## config.mk

```make
export PLATFORM = sky130hd
export DESIGN_NAME = vend_controller_flat
export DESIGN_NICKNAME = d
export VERILOG_FILES = /design/src/rtl/vend_pkg.sv /design/src/rtl/vend_if.sv /design/src/rtl/vend_coin_edge.sv /design/src/rtl/vend_controller.sv /design/src/flat_wrapper.sv
export SDC_FILE = /design/constraint.sdc
export NUM_CORES = 1
export LEC_CHECK = 0
export ABC_AREA = 1
export BUFFER_PORTS_ARGS = -buffer_cell sky130_fd_sc_hd__buf_2
export CAP_MARGIN = 0
export CORE_UTILIZATION = 60
export CTS_CLUSTER_DIAMETER = 150
export DETAILED_ROUTE_END_ITERATION = 10
export PLACE_DENSITY = 0.81
export SKIP_CTS_REPAIR_TIMING = 1
export SLEW_MARGIN = 10
export SYNTH_ARGS = -nofsm -noshare
export SYNTH_HDL_FRONTEND = slang
export SYNTH_SLANG_ARGS = --single-unit
```

## constraint.sdc

```tcl
create_clock -name clk -period 4 [get_ports clk]
set_input_delay 0.6 -clock clk [delete_from_list [all_inputs] [get_ports clk]]
set_output_delay 0.6 -clock clk [all_outputs]
set_load 0.02 [all_outputs]
```

## src/rtl/vend_pkg.sv

```systemverilog
// rtl/vend_pkg.sv - shared types, coin codes and coin values for the vending controller
package vend_pkg;

    localparam int CREDIT_W = 7;

    typedef enum logic [1:0] {
        S_IDLE    = 2'd0,
        S_COLLECT = 2'd1,
        S_VEND    = 2'd2,
        S_PAYOUT  = 2'd3
    } state_t;

    // Payout coin codes driven to the hopper
    localparam logic [1:0] COIN_NONE    = 2'b00;
    localparam logic [1:0] COIN_NICKEL  = 2'b01;
    localparam logic [1:0] COIN_DIME    = 2'b10;
    localparam logic [1:0] COIN_QUARTER = 2'b11;

    // Coin values in cents
    localparam logic [CREDIT_W-1:0] NICKEL  = 7'd5;
    localparam logic [CREDIT_W-1:0] DIME    = 7'd10;
    localparam logic [CREDIT_W-1:0] QUARTER = 7'd25;

    // Largest coin that does not exceed the remaining amount
    function automatic logic [1:0] greedy_coin(input logic [CREDIT_W-1:0] amount);
        if (amount >= QUARTER)   return COIN_QUARTER;
        else if (amount >= DIME) return COIN_DIME;
        else                     return COIN_NICKEL;
    endfunction

    function automatic logic [CREDIT_W-1:0] coin_value(input logic [1:0] code);
        case (code)
            COIN_NICKEL:  return NICKEL;
            COIN_DIME:    return DIME;
            COIN_QUARTER: return QUARTER;
            default:      return '0;
        endcase
    endfunction

endpackage

```

## src/rtl/vend_if.sv

```systemverilog
// rtl/vend_if.sv - dispense and payout handshakes between controller and actuators
//   dispense_req  controller -> dispenser   request product release
//   dispense_ack  dispenser  -> controller  product released
//   payout_valid  controller -> hopper      coin payout request
//   payout_coin   controller -> hopper      coin code (01 nickel, 10 dime, 11 quarter)
//   payout_ready  hopper     -> controller  coin accepted
interface vend_if;
    logic       dispense_req;
    logic       dispense_ack;
    logic       payout_valid;
    logic [1:0] payout_coin;
    logic       payout_ready;

    modport master (
        output dispense_req, payout_valid, payout_coin,
        input  dispense_ack, payout_ready
    );

    modport slave (
        input  dispense_req, payout_valid, payout_coin,
        output dispense_ack, payout_ready
    );
endinterface

```

## src/rtl/vend_coin_edge.sv

```systemverilog
// rtl/vend_coin_edge.sv - enable-gated coin edge detect, priority select and reject pulse
//   clk, reset           clock, asynchronous active-low reset
//   enable               sample tick; prev bits only advance on a tick
//   nickel/dime/quarter  raw coin-detect levels
//   accept_en            controller can take a coin this tick
//   coin_oh              one-hot accepted coin {quarter, dime, nickel}, valid on the tick
//   coin_reject          registered one-cycle pulse when any edge was dropped
module coin_edge (
    input  logic       clk,
    input  logic       reset,
    input  logic       enable,
    input  logic       nickel,
    input  logic       dime,
    input  logic       quarter,
    input  logic       accept_en,
    output logic [2:0] coin_oh,
    output logic       coin_reject
);
    logic       n_prev_q, d_prev_q, q_prev_q;
    logic       coin_reject_q;
    logic [2:0] edges_w;

    assign edges_w = {quarter & ~q_prev_q, dime & ~d_prev_q, nickel & ~n_prev_q} & {3{enable}};

    // Nickel beats dime beats quarter; everything is dropped when not accepting
    always_comb begin
        coin_oh = 3'b000;
        if (accept_en) begin
            if (edges_w[0])      coin_oh = 3'b001;
            else if (edges_w[1]) coin_oh = 3'b010;
            else if (edges_w[2]) coin_oh = 3'b100;
        end
    end

    always_ff @(posedge clk or negedge reset) begin
        if (!reset) begin
            n_prev_q      <= 1'b0;
            d_prev_q      <= 1'b0;
            q_prev_q      <= 1'b0;
            coin_reject_q <= 1'b0;
        end else begin
            if (enable) begin
                n_prev_q <= nickel;
                d_prev_q <= dime;
                q_prev_q <= quarter;
            end
            // Several dropped edges on one tick still give a single pulse
            coin_reject_q <= |(edges_w & ~coin_oh);
        end
    end

    assign coin_reject = coin_reject_q;
endmodule

```

## src/rtl/vend_controller.sv

```systemverilog
// rtl/vend_controller.sv - credit collection, dispense handshake and greedy change payout
//   clk, reset           clock, asynchronous active-low reset
//   enable               sample tick for coins, cancel and the inactivity timer
//   nickel/dime/quarter  raw coin-detect levels (rising edge = coin)
//   cancel               refund request, sampled on ticks in COLLECT
//   bus                  dispense and payout handshakes (master side)
//   credit               current credit or remaining payout in cents
//   busy                 high whenever not IDLE
//   coin_reject          one-cycle pulse per tick with dropped coin edges
module vend_controller
    import vend_pkg::*;
#(
    parameter int PRICE   = 55,
    parameter int TIMEOUT = 200
) (
    input  logic                clk,
    input  logic                reset,
    input  logic                enable,
    input  logic                nickel,
    input  logic                dime,
    input  logic                quarter,
    input  logic                cancel,
    vend_if.master              bus,
    output logic [CREDIT_W-1:0] credit,
    output logic                busy,
    output logic                coin_reject
);
    localparam int                  TMO_W    = $clog2(TIMEOUT + 1);
    localparam logic [CREDIT_W-1:0] PRICE_C  = CREDIT_W'(PRICE);
    localparam logic [TMO_W-1:0]    TMO_LAST = TMO_W'(TIMEOUT - 1);

    state_t              state_q;
    logic [CREDIT_W-1:0] credit_q;
    logic [TMO_W-1:0]    tmo_q;
    logic                dispense_req_q;
    logic                payout_valid_q;

    logic [2:0]          coin_oh;
    logic                coin_acc_w;
    logic [CREDIT_W-1:0] coin_val_w;
    logic [CREDIT_W-1:0] sum_w;
    logic [CREDIT_W-1:0] change_w;
    logic [1:0]          pay_coin_w;
    logic [CREDIT_W-1:0] left_w;

    coin_edge u_coin_edge (
        .clk         (clk),
        .reset       (reset),
        .enable      (enable),
        .nickel      (nickel),
        .dime        (dime),
        .quarter     (quarter),
        .accept_en   ((state_q == S_IDLE) || (state_q == S_COLLECT)),
        .coin_oh     (coin_oh),
        .coin_reject (coin_reject)
    );

    always_comb begin
        coin_val_w = '0;
        case (coin_oh)
            3'b001:  coin_val_w = NICKEL;
            3'b010:  coin_val_w = DIME;
            3'b100:  coin_val_w = QUARTER;
            default: coin_val_w = '0;
        endcase
    end

    assign coin_acc_w = |coin_oh;
    assign sum_w      = credit_q + coin_val_w;
    assign change_w   = credit_q - PRICE_C;
    assign pay_coin_w = greedy_coin(credit_q);
    assign left_w     = credit_q - coin_value(pay_coin_w);

    always_ff @(posedge clk or negedge reset) begin
        if (!reset) begin
            state_q        <= S_IDLE;
            credit_q       <= '0;
            tmo_q          <= '0;
            dispense_req_q <= 1'b0;
            payout_valid_q <= 1'b0;
        end else begin
            case (state_q)
                S_IDLE: begin
                    if (coin_acc_w) begin
                        credit_q <= sum_w;
                        tmo_q    <= '0;
                        state_q  <= S_COLLECT;
                    end
                end
                S_COLLECT: begin
                    if (coin_acc_w) begin
                        credit_q <= sum_w;
                        tmo_q    <= '0;
                    end
                    // Reaching the price wins over a cancel on the same tick;
                    // otherwise the coin is folded into the refund.
                    if (coin_acc_w && (sum_w >= PRICE_C)) begin
                        state_q        <= S_VEND;
                        dispense_req_q <= 1'b1;
                    end else if (enable && (cancel || (!coin_acc_w && (tmo_q == TMO_LAST)))) begin
                        state_q        <= S_PAYOUT;
                        payout_valid_q <= 1'b1;
                        tmo_q          <= '0;
                    end else if (enable && !coin_acc_w) begin
                        tmo_q <= tmo_q + 1'b1;
                    end
                end
                S_VEND: begin
                    if (bus.dispense_ack) begin
                        dispense_req_q <= 1'b0;
                        credit_q       <= change_w;
                        if (change_w != '0) begin
                            state_q        <= S_PAYOUT;
                            payout_valid_q <= 1'b1;
                        end else begin
                            state_q <= S_IDLE;
                        end
                    end
                end
                S_PAYOUT: begin
                    if (bus.payout_ready) begin
                        credit_q <= left_w;
                        if (left_w == '0) begin
                            state_q        <= S_IDLE;
                            payout_valid_q <= 1'b0;
                        end
                    end
                end
                default: state_q <= S_IDLE;
            endcase
        end
    end

    assign bus.dispense_req = dispense_req_q;
    assign bus.payout_valid = payout_valid_q;
    // Coin code follows registered credit only, so it holds until accepted
    assign bus.payout_coin  = (state_q == S_PAYOUT) ? pay_coin_w : COIN_NONE;
    assign credit           = credit_q;
    assign busy             = (state_q != S_IDLE);
endmodule
```

## src/flat_wrapper.sv

```systemverilog
// flat-port wrapper written by rule: the top's interface ports become plain ports
module vend_controller_flat import vend_pkg::*;
#(
    parameter int PRICE   = 55,
    parameter int TIMEOUT = 200
)
  (clk, reset, enable, nickel, dime, quarter, cancel, credit, busy, coin_reject, bus_dispense_req, bus_payout_valid, bus_payout_coin, bus_dispense_ack, bus_payout_ready);
  vend_if bus_i ();
  input  logic clk;
  input  logic reset;
  input  logic enable;
  input  logic nickel;
  input  logic dime;
  input  logic quarter;
  input  logic cancel;
  output logic [CREDIT_W-1:0] credit;
  output logic busy;
  output logic coin_reject;
  output wire logic [$bits(bus_i.dispense_req)-1:0] bus_dispense_req;
  output wire logic [$bits(bus_i.payout_valid)-1:0] bus_payout_valid;
  output wire logic [$bits(bus_i.payout_coin)-1:0] bus_payout_coin;
  input wire logic [$bits(bus_i.dispense_ack)-1:0] bus_dispense_ack;
  input wire logic [$bits(bus_i.payout_ready)-1:0] bus_payout_ready;
  assign bus_dispense_req = bus_i.dispense_req;
  assign bus_payout_valid = bus_i.payout_valid;
  assign bus_payout_coin = bus_i.payout_coin;
  assign bus_i.dispense_ack = bus_dispense_ack;
  assign bus_i.payout_ready = bus_payout_ready;
  vend_controller #(.PRICE(PRICE), .TIMEOUT(TIMEOUT)) u_core (.clk(clk), .reset(reset), .enable(enable), .nickel(nickel), .dime(dime), .quarter(quarter), .cancel(cancel), .bus(bus_i), .credit(credit), .busy(busy), .coin_reject(coin_reject));
endmodule
```

==> results.toml <==
[status]
outcome = "finished, final reports clean"

[floorplanning]
std_cell_rows = 21
die_x_um = 62.8
coreArea_mm2 = 0.00344
io_pins = 22
die_area_mm2 = 0.00394
start_util_pct = 64.3
fp.dieH_um = 62.8

[placed_design]
dp_hpwl_um = 3790
place_congestion = 0.892
dp.cells = 380
io_buffers = 21

[finish]
finalNetCount = 364
instances_no_fill = 384
area_delta_synth_final_pct = 8.08
drive_gt1_share_pct = 16.9
n_antenna_cell = 0

[timing]
rsz0062_at_grt = "false"
fin_crit_sh_pct = 88.6
fin_hold_ws_ns = 0.306
hold_viol = 0
fin_worst_skew_ns = 0.00762
setup_viol = 0
worst_pin_slew_ns = 0.556
fin_crit_ns = 3.55
drv_slew = 0
relSlewSlack_pct = 62.9
fin_setup_tns_ns = 0
fmax_mhz = 282

[pwr]
p_sw_share_pct = 56.0
power_density_mw_per_mm2 = 767
power.internal_uw = 809
seqPwrFrac_pct = 23.7
clkPwrFrac_pct = 8.1
combPwrFrac_pct = 68.1
p_leak_nw = 1.29
vdd_drop_max_mv = 0.395
p_sw_mw = 1.03

[clock_network]
insertion_delay_ns = 0.27
cts_made_buffers = 3
cts_root_buf = "clkbuf_8"
cts.reportedPaths.clkPinSlew_ns = 0.09
cts_tree = "yes"
cts.sinks = 23
htreeDepth = 1
cts_buffer_depth = 2

[synthesis]
yosysWarnings = 0
syn_avg_cell_area_um2 = 6.99
synth_cells = 317
netlist_area_mm2 = 0.00221
synth.distinct_cells = 33
synth_seq_area_share_pct = 26.0
yosysTopAreaCellShare_pct = 26.0
yosys.area.top_type = "dfrtp_1"
yosys-top-cells-area = "dfrtp_1, nand2_1, inv_1, ha_1, nand3_1"
ys_ff_latch = 23
synth.net_count = 342

[worst_setup_path]
crit_required_ns = 4.16
cp_data_arrival_time_ns = 3.70
setup.worst_path.class = "register to register"
crit_path_max_fanout = 13
cp-end-kind = "register"
cp-start-kind = "register"

[global_routing]
antenna_found_initial = 0
grt_overflow = 0
first_global_vias = 1936
grt_pass1_wl_um = 8460
grtUsageTotal_pct = 26.9
grt_start_max_net_pins = 24

[routing]
drc_errors = 0
ant_nets = 0
first_pass_iters = 5
viasPerCell = 5.49
drtIter0Drc = 137
vias = 2110
wl_per_cell_um = 12.8
routed_wl_um = 4900

[job]
max_cap_violations = 0

[hold_path]
hold_path_class = "input port to asynchronous set/reset pin"
[worst max-delay path: stages (launching register included)]
cell	delay, ns
dfrtp_1	0.65
inv_1	0.09
ha_1	0.18
or4_1	0.51
a31oi_1	0.29
nand2_1	0.11
ha_1	0.19
inv_1	0.11
fa_1	0.43
inv_1	0.08
nand2_1	0.05
nor2_1	0.09
nand2_1	0.06
o21ai_1	0.16
nand4_1	0.12
inv_1	0.10
nand2_1	0.07
nand2_1	0.06
nand2_1	0.06
[layer usage]
metal | vias to the layer above | track usage [%] | wire length (µm)
li1 | 1079 | - | -
met1 | 949 | 39.3 | 2440
met2 | 78 | 42.3 | 2110
met3 | 4 | 3.10 | 312
met4 | 0 | 6.40 | 36
met5 | - | 0 | 0
[flip-flops by register name, indices dropped and copies added, names as in the netlist]
signal,cells
u_core.tmo_q,8
u_core.credit,7
u_core.u_coin_edge.coin_reject,1
u_core.u_coin_edge.n_prev_q,1
u_core.u_coin_edge.q_prev_q,1
u_core.u_coin_edge.d_prev_q,1
u_core.state_q,2
u_core.bus.payout_valid,1
u_core.bus.dispense_req,1
[cells by family after synthesis]
family	share of synthesized area [%]
compound gates	13.8
xor+xnor	3.95
fa+ha+maj	9.72
buf+inv	10.8
flops	26.0
simple gates	35.8
[metrics by stage]
stage          area [µm²]  worst slack, ns  total power [mW]  util, %
2_1_floorplan        2210            0.739              1.38        -
3_3_place_gp         2350            0.689              1.64     68.2
3_5_place_dp         2350            0.546              1.66     68.2
4_1_cts              2390            0.505              1.82     69.5
5_1_grt              2390           0.0987              2.04     69.5
6_report             2390            0.455              1.84     69.5
[cells in the mapped netlist]
library cell	n
a21oi_1	13
a221oi_1	1
a31oi_1	1
buf_6	2
clkbuf_1	2
dfrtp_1	23
fa_1	2
ha_1	14
inv_1	49
inv_2	5
inv_4	1
nand2_1	85
nand2_2	2
nand2_4	6
nand3_1	32
nand3_2	2
nand4_1	7
nor2_1	15
nor2_2	5
nor2_4	2
nor2_8	1
nor3_1	5
nor4_1	1
o21ai_0	13
o21ai_1	4
o21ai_2	1
o21bai_4	1
o221ai_1	2
o22ai_1	2
o22ai_2	6
o31ai_1	1
or4_1	1
xor2_1	10
[power by group through the flow]
stage | logic (mW) | registers (mW) | clock network, mW
after global routing | 1.42 | 0.450 | 0.164
final | 1.25 | 0.436 | 0.150
after global placement | 1.21 | 0.433 | 0
after CTS | 1.24 | 0.432 | 0.153
after detailed placement | 1.23 | 0.436 | 0
after floorplan | 0.945 | 0.440 | 0
[worst paths after layout]
path | startpoint | end | slack, ns | depth (start not counted)
worst min-delay path | reset | u_core.credit[0] | 0.31 | 1
max in group asynchronous | reset | u_core.u_coin_edge.n_prev_q | 3.32 | 1
worst max-delay path | u_core.credit[1] | u_core.state_q[1] | 0.45 | 18
worst max register to register | u_core.credit[1] | u_core.state_q[1] | 0.45 | 18
min in group clk | u_core.bus.payout_valid | u_core.bus.payout_valid | 0.47 | 2
worst min register to register | u_core.bus.payout_valid | u_core.bus.payout_valid | 0.47 | 2
[cell usage in the layout (no fill, tap or decap), drive strengths merged, types with 2 or more instances in the layout]
cell    netlist  routed
xor2         10      10
fa            2       2
clkbuf        2       3
nor2         23      23
ha           14      14
a21oi        13      13
nand3        34      34
o22ai         8       8
buf           2      21
o221ai        2       2
nand4         7       7
o21ai        18      18
nor3          5       5
dfrtp        23      23
inv          55      55
nand2        93      93
[area by class of cell]
type	instances	area, µm²
Tap cell	46	57.6
Sequential cell	23	576
Clock buffer	3	41.3
Multi-Input combinational cell	235	1400
Inverter	55	209
Clock inverter	1	5.00
Fill cell	299	1050
Timing Repair Buffer	21	105
Note: power is estimated with default switching activity, not from simulation.
